### config.mk
export PLATFORM = sky130hd
export DESIGN_NAME = jstk_spi_responder
export DESIGN_NICKNAME = d
export VERILOG_FILES = /design/src/rtl/jstk_spi_responder.sv
export SDC_FILE = /design/constraint.sdc
export NUM_CORES = 1
export LEC_CHECK = 0
export CAP_MARGIN = 5
export CORE_MARGIN = 2
export CORE_UTILIZATION = 59
export DETAILED_ROUTE_END_ITERATION = 10
export PLACE_DENSITY = 0.82
export SLEW_MARGIN = 30
export SYNTH_ARGS = -nofsm -noshare
export SYNTH_HDL_FRONTEND = slang
export SYNTH_SLANG_ARGS = --single-unit
### constraint.sdc
create_clock -name clk -period 2.5 [get_ports clk]
set_input_delay 0.25 -clock clk [delete_from_list [all_inputs] [get_ports clk]]
set_output_delay 0.25 -clock clk [all_outputs]
set_load 0.005 [all_outputs]
### src/rtl/jstk_spi_responder.sv
// jstk_spi_responder: SPI mode-0 slave emulating the PmodJSTK joystick.
// Answers each 5-byte frame with a snapshot of x_pos, y_pos and buttons. It also
// decodes the master's first byte into two LED bits.
// Build option: define JSTK_RESP_TRISTATE_EN to release miso (1'bz) whenever the
// block is not in the middle of a frame (WAIT, IDLE, reset).
module jstk_spi_responder #(
    parameter int SYNC_STAGES = 2
) (
    input  logic       clk,
    input  logic       clr_n,
    input  logic [9:0] x_pos,
    input  logic [9:0] y_pos,
    input  logic [2:0] buttons,
    input  logic       sclk,
    input  logic       ss,
    input  logic       mosi,
    output logic       miso,
    output logic [1:0] leds,
    output logic       frame_done,
    output logic       frame_err
);

    typedef enum logic [1:0] {
        ST_WAIT   = 2'd0,
        ST_IDLE   = 2'd1,
        ST_ACTIVE = 2'd2
    } state_e;

    localparam logic [5:0] FRAME_BITS = 6'd40;

    // Synchronizer chains, plus one extra flop per line for edge detection.
    logic [SYNC_STAGES-1:0] sclk_sync_q, sclk_sync_d;
    logic [SYNC_STAGES-1:0] ss_sync_q, ss_sync_d;
    logic [SYNC_STAGES-1:0] mosi_sync_q, mosi_sync_d;
    logic                   sclk_prev_q, sclk_prev_d;
    logic                   ss_prev_q, ss_prev_d;

    state_e      state_q, state_d;
    logic [5:0]  bit_cnt_q, bit_cnt_d;
    logic [39:0] tx_sh_q, tx_sh_d;
    logic [7:0]  cmd_q, cmd_d;
    logic [1:0]  leds_q, leds_d;
    logic        frame_done_q, frame_done_d;
    logic        frame_err_q, frame_err_d;

    logic sclk_s, ss_s, mosi_s;
    logic sclk_rise, sclk_fall, ss_rise, ss_fall;
    logic miso_act;

    assign sclk_s    = sclk_sync_q[SYNC_STAGES-1];
    assign ss_s      = ss_sync_q[SYNC_STAGES-1];
    assign mosi_s    = mosi_sync_q[SYNC_STAGES-1];
    assign sclk_rise = sclk_s & ~sclk_prev_q;
    assign sclk_fall = ~sclk_s & sclk_prev_q;
    assign ss_rise   = ss_s & ~ss_prev_q;
    assign ss_fall   = ~ss_s & ss_prev_q;

    // Shift the raw pins into their synchronizers and remember last synced value.
    always_comb begin
        sclk_sync_d = {sclk_sync_q[SYNC_STAGES-2:0], sclk};
        ss_sync_d   = {ss_sync_q[SYNC_STAGES-2:0], ss};
        mosi_sync_d = {mosi_sync_q[SYNC_STAGES-2:0], mosi};
        sclk_prev_d = sclk_s;
        ss_prev_d   = ss_s;
    end

    // Frame FSM: snapshot on ss fall, shift on sclk edges, report on ss rise.
    always_comb begin
        state_d      = state_q;
        bit_cnt_d    = bit_cnt_q;
        tx_sh_d      = tx_sh_q;
        cmd_d        = cmd_q;
        leds_d       = leds_q;
        frame_done_d = 1'b0;
        frame_err_d  = 1'b0;
        case (state_q)
            ST_WAIT: begin
                // Only start listening once ss is seen idle, so a frame already
                // in flight at reset release is never joined half-way.
                if (ss_s) state_d = ST_IDLE;
            end
            ST_IDLE: begin
                if (ss_fall) begin
                    state_d   = ST_ACTIVE;
                    bit_cnt_d = '0;
                    tx_sh_d   = {x_pos[7:0], 6'b0, x_pos[9:8],
                                 y_pos[7:0], 6'b0, y_pos[9:8],
                                 5'b0, buttons};
                end
            end
            ST_ACTIVE: begin
                if (ss_rise) begin
                    // ss rise takes priority over any sclk edge seen this cycle.
                    state_d = ST_IDLE;
                    if (bit_cnt_q == FRAME_BITS) begin
                        frame_done_d = 1'b1;
                        if (cmd_q[7:2] == 6'b100000) leds_d = cmd_q[1:0];
                    end else if (bit_cnt_q != 6'd0) begin
                        frame_err_d = 1'b1;
                    end
                end else begin
                    if (sclk_rise && bit_cnt_q < FRAME_BITS) begin
                        if (bit_cnt_q < 6'd8) cmd_d = {cmd_q[6:0], mosi_s};
                        bit_cnt_d = bit_cnt_q + 6'd1;
                    end
                    if (sclk_fall) tx_sh_d = {tx_sh_q[38:0], 1'b0};
                end
            end
            default: state_d = ST_WAIT;
        endcase
    end

    // State and datapath registers.
    always_ff @(posedge clk or negedge clr_n) begin
        if (!clr_n) begin
            sclk_sync_q  <= '0;
            ss_sync_q    <= '0;
            mosi_sync_q  <= '0;
            sclk_prev_q  <= 1'b0;
            ss_prev_q    <= 1'b0;
            state_q      <= ST_WAIT;
            bit_cnt_q    <= '0;
            tx_sh_q      <= '0;
            cmd_q        <= '0;
            leds_q       <= 2'b00;
            frame_done_q <= 1'b0;
            frame_err_q  <= 1'b0;
        end else begin
            sclk_sync_q  <= sclk_sync_d;
            ss_sync_q    <= ss_sync_d;
            mosi_sync_q  <= mosi_sync_d;
            sclk_prev_q  <= sclk_prev_d;
            ss_prev_q    <= ss_prev_d;
            state_q      <= state_d;
            bit_cnt_q    <= bit_cnt_d;
            tx_sh_q      <= tx_sh_d;
            cmd_q        <= cmd_d;
            leds_q       <= leds_d;
            frame_done_q <= frame_done_d;
            frame_err_q  <= frame_err_d;
        end
    end

    // Past bit 40 the line is held low, so overrun clocks read back zeros.
    assign miso_act = (bit_cnt_q < FRAME_BITS) ? tx_sh_q[39] : 1'b0;

`ifdef JSTK_RESP_TRISTATE_EN
    assign miso = (state_q == ST_ACTIVE) ? miso_act : 1'bz;
`else
    assign miso = (state_q == ST_ACTIVE) ? miso_act : 1'b0;
`endif

    assign leds       = leds_q;
    assign frame_done = frame_done_q;
    assign frame_err  = frame_err_q;

endmodule

==> summary by stage <==
Power
Per report_power, the clock group accounts for 32.6% of the total. The cell-internal power is 1840 uW. The fraction of power consumed by sequential logic is 54.1%. The switching fraction of total power is 27.2%.

Per report_power, the combinational group accounts for 13.3% of the total. The power density relative to cell area is 730 nW/um^2. The static leakage is 0.00149 uW. The total power is 2530 uW. The net load switching power is 689 uW. The maximum resistive drop on vdd is 0.000478 V.

CTS
The post-cts resize count is 0. TritonCTS created 9 clock buffers. The clock transition at the registers of the reported paths is 0.07 ns. The TritonCTS clock tree is built. The total clock sinks is 68.

The worst-skew pair later-pin latency is 0.35 ns. The clock tree root driver cell is clkbuf_8. The number of H-tree branching levels is 3. The number of buffers on the longest clock path is 2.

Min path
The worst hold path class is in -> reg. Along the worst hold path, the cell count comes to 1.

Die
The die extent in x is 73.8 um. The die footprint is 5440 um^2. The die is 73.8 um tall.

In this run the standard cell core region covers 4690 um^2. Row generation in the floorplan step produced 25 rows. 33 I/O pins were placed. The starting utilization of the core area is 61.2%.

Layout
With fillers left out, the area of the finished cells amounts to 3470 um^2. The area used by sequential logic in the layout is 1700 um^2. The multi-input combinational cell area is 1110 um^2. The repair_antennas step left the layout with diodes totalling 0. The share of cells above drive strength 1 is 12.0%. The final net count is 333. The layout has 322 filler cells.

The library cell used most frequently in the layout, excluding fill and tap cells, is dfrtp_1. Leaving out fill and tap cells, the most frequent cells in the layout are dfrtp_1 (68), nand2_1 (62), o21ai_0 (44). The fraction of the core area covered by cells at the end of the flow is 73.9%. The layout overhead on the synthesized area is 20.9%.

STA
The count of pins over their slew limit came to 0. Setup slack on the critical path of the routed design comes to 0.378 ns. The maximum clock frequency is 471 MHz. The transition time at the pin with the least slew margin is 0.527 ns. The period utilization is 84.9%.

Setup repair after global routing left no endpoint under its margin. The number of hold violations in the final report came to 0. The clock skew after layout is 0.00671 ns. Adding up every negative setup slack in the final design gives 0 ns. Setup violations remaining at the end of the flow were counted as 0.

Headroom to the max-slew limit came out at 64.9%. The minimum clock period after layout is 2.12 ns.

Synth
The average cell area after synthesis is 10.7 um^2. The number of distinct standard cells referenced by the synthesized netlist is 34. The post-synthesis instance total is 268. The warning count from the yosys run is 0.

After synthesis the netlist holds a flip-flop and latch count of 68. The net count after synthesis is 298. Summing the sequential cell areas from Yosys gives 59.3% of the chip area. The post-synthesis async set-or-reset flop share is 100%. Summing every instance area after synthesis gives 2870 um^2. The count of flip-flops with a built-in enable after synthesis is 0. For this run, the leading register cell type out of synthesis is dfrtp_1.

Placed design
In this run the cell area measured after placement is 3270 um^2. Detailed placement ended at an HPWL of 3420 um. Port buffering added 32 buffers.

The routability-driven placement congestion ratio is 0.935. Timing analysis after detailed placement gives a worst setup slack of 0.747 ns.

Worst setup path
Of all nets on the critical path, the largest fanout is 16. The worst setup path category is reg -> out. The critical path launch point type is a flop. Data arrives at the worst endpoint at 1.87 ns.

The longest individual stage delay on the worst path is 0.49 ns. The buffer and inverter count on the worst path is 1. The signal on the critical path passes through nor2b_4 -> and3_1 -> clkdlybuf4s50_1.

The slowest stage cell on the critical path is clkdlybuf4s50_1. The worst endpoint required time is 2.25 ns. STA classifies the critical path endpoint as an output pin. Counting buffers and inverters, the worst setup path is 3 cells deep. The critical path's top delay family is simple AND/OR/NAND/NOR gates. The depth of the worst register-to-register path is 4.

Routing
Dividing the detail-routed via count by the number of cells gives 5.50. The via count is 1992. The routed wire length per instance is 13.6 um. The initial detailed-routing violation count is 148. The count of nets left with antenna violations once routing finished came out at 0. The DRC violation count after routing is 0.

The total wire length is 4940 um. The detailed-router iteration count before antenna repair is 4.

GRT
The number of antenna violations at the first check in global routing was 0. The first global-routing pass estimated 8750 um of wire. For this run, the total global-route usage over all layers was measured as 21.8%.

The overflow left after global routing is 0. The pin count of the biggest net entering global routing is 80. The via count of the first global-routing pass was 1954.

Flow run
The number of violations of the max-capacitance limit is 0.

Run status
The run finished with clean final reports.
power by group through the flow:
| stage | logic, uW | clock network, uW | registers, uW |
|---|---|---|---|
| 5_1_grt | 393 | 892 | 1390 |
| 2_1_floorplan | 225 | 0 | 1360 |
| 6_report | 337 | 825 | 1370 |
| 4_1_cts | 344 | 847 | 1370 |
| 3_5_place_dp | 343 | 0 | 1390 |
| 3_3_place_gp | 328 | 0 | 1380 |
synthesized netlist by cell type, types with 3 or more instances:
| master | n | area, um^2 |
|---|---|---|
| dfrtp_1 | 68 | 1700 |
| buf_2 | 5 | 25.0 |
| clkbuf_1 | 8 | 30.0 |
| a21oi_1 | 3 | 15.0 |
| nand2b_1 | 3 | 18.8 |
| mux2i_1 | 22 | 220 |
| nand2_1 | 62 | 233 |
| nor2b_1 | 4 | 25.0 |
| nand3_1 | 7 | 35.0 |
| o21ai_0 | 44 | 220 |
| mux2_2 | 10 | 113 |
| inv_1 | 6 | 22.5 |
cells by family after synthesis:
| kind of cell | share of synthesized area [%] |
|---|---|
| flops | 59.3 |
| compound gates | 10.7 |
| fa+ha+maj | 0.872 |
| simple gates | 14.8 |
| mux | 11.6 |
| buf+inv | 2.70 |
timing repair:
item	4_1_cts	5_1_grt
buffers inserted	0	0
endpoints found under the setup margin	0	0
hold buffers	1	0
endpoints found under the hold margin	22	0
stage by stage:
| stage | hold WS [ns] | cells |
|---|---|---|
| finish | 0.335 | 362 |
| global route | 0.333 | 362 |
| CTS | 0.324 | 362 |
| detailed placement | 0.258 | 345 |
| global placement | 0.254 | 345 |
| floorplan | -0.0456 | 268 |
layout make-up:
type / instances / area share [%]
multi-input combinational: 181 / 32.0
clock buffer: 11 / 4.36
inverter: 6 / 0.649
sequential: 68 / 49.0
tap: 54 / 1.95
timing repair buffer: 37 / 11.0
clock inverter: 5 / 1.05
metal layers:
layer	up-vias	GRT usage (%)	wire (um)
li1	995	-	-
met5	-	0	0
met1	947	27.5	2270
met2	40	34.2	2380
met3	10	4.39	219
met4	0	13.7	78
sequential cells by signal (all words and copies together), names as in the netlist, 2 cells and up:
register / count
tx_sh_q: 40
cmd_q: 8
bit_cnt_q: 6
leds: 2
mosi_sync_q: 2
sclk_sync_q: 2
ss_sync_q: 2
state_q: 2
path summary, 6_finish.rpt:
path                                start              to  slack [ns]
hold / removal                         ss    ss_sync_q[0]        0.33
setup reg to reg               state_q[0]        cmd_q[1]        0.80
hold reg to reg            sclk_sync_q[0]  sclk_sync_q[1]        0.35
min in group asynchronous           clr_n    bit_cnt_q[4]        0.42
max in group asynchronous           clr_n      state_q[1]        1.47
setup / recovery               state_q[0]            miso        0.38
(Power assumes the default switching activity.)
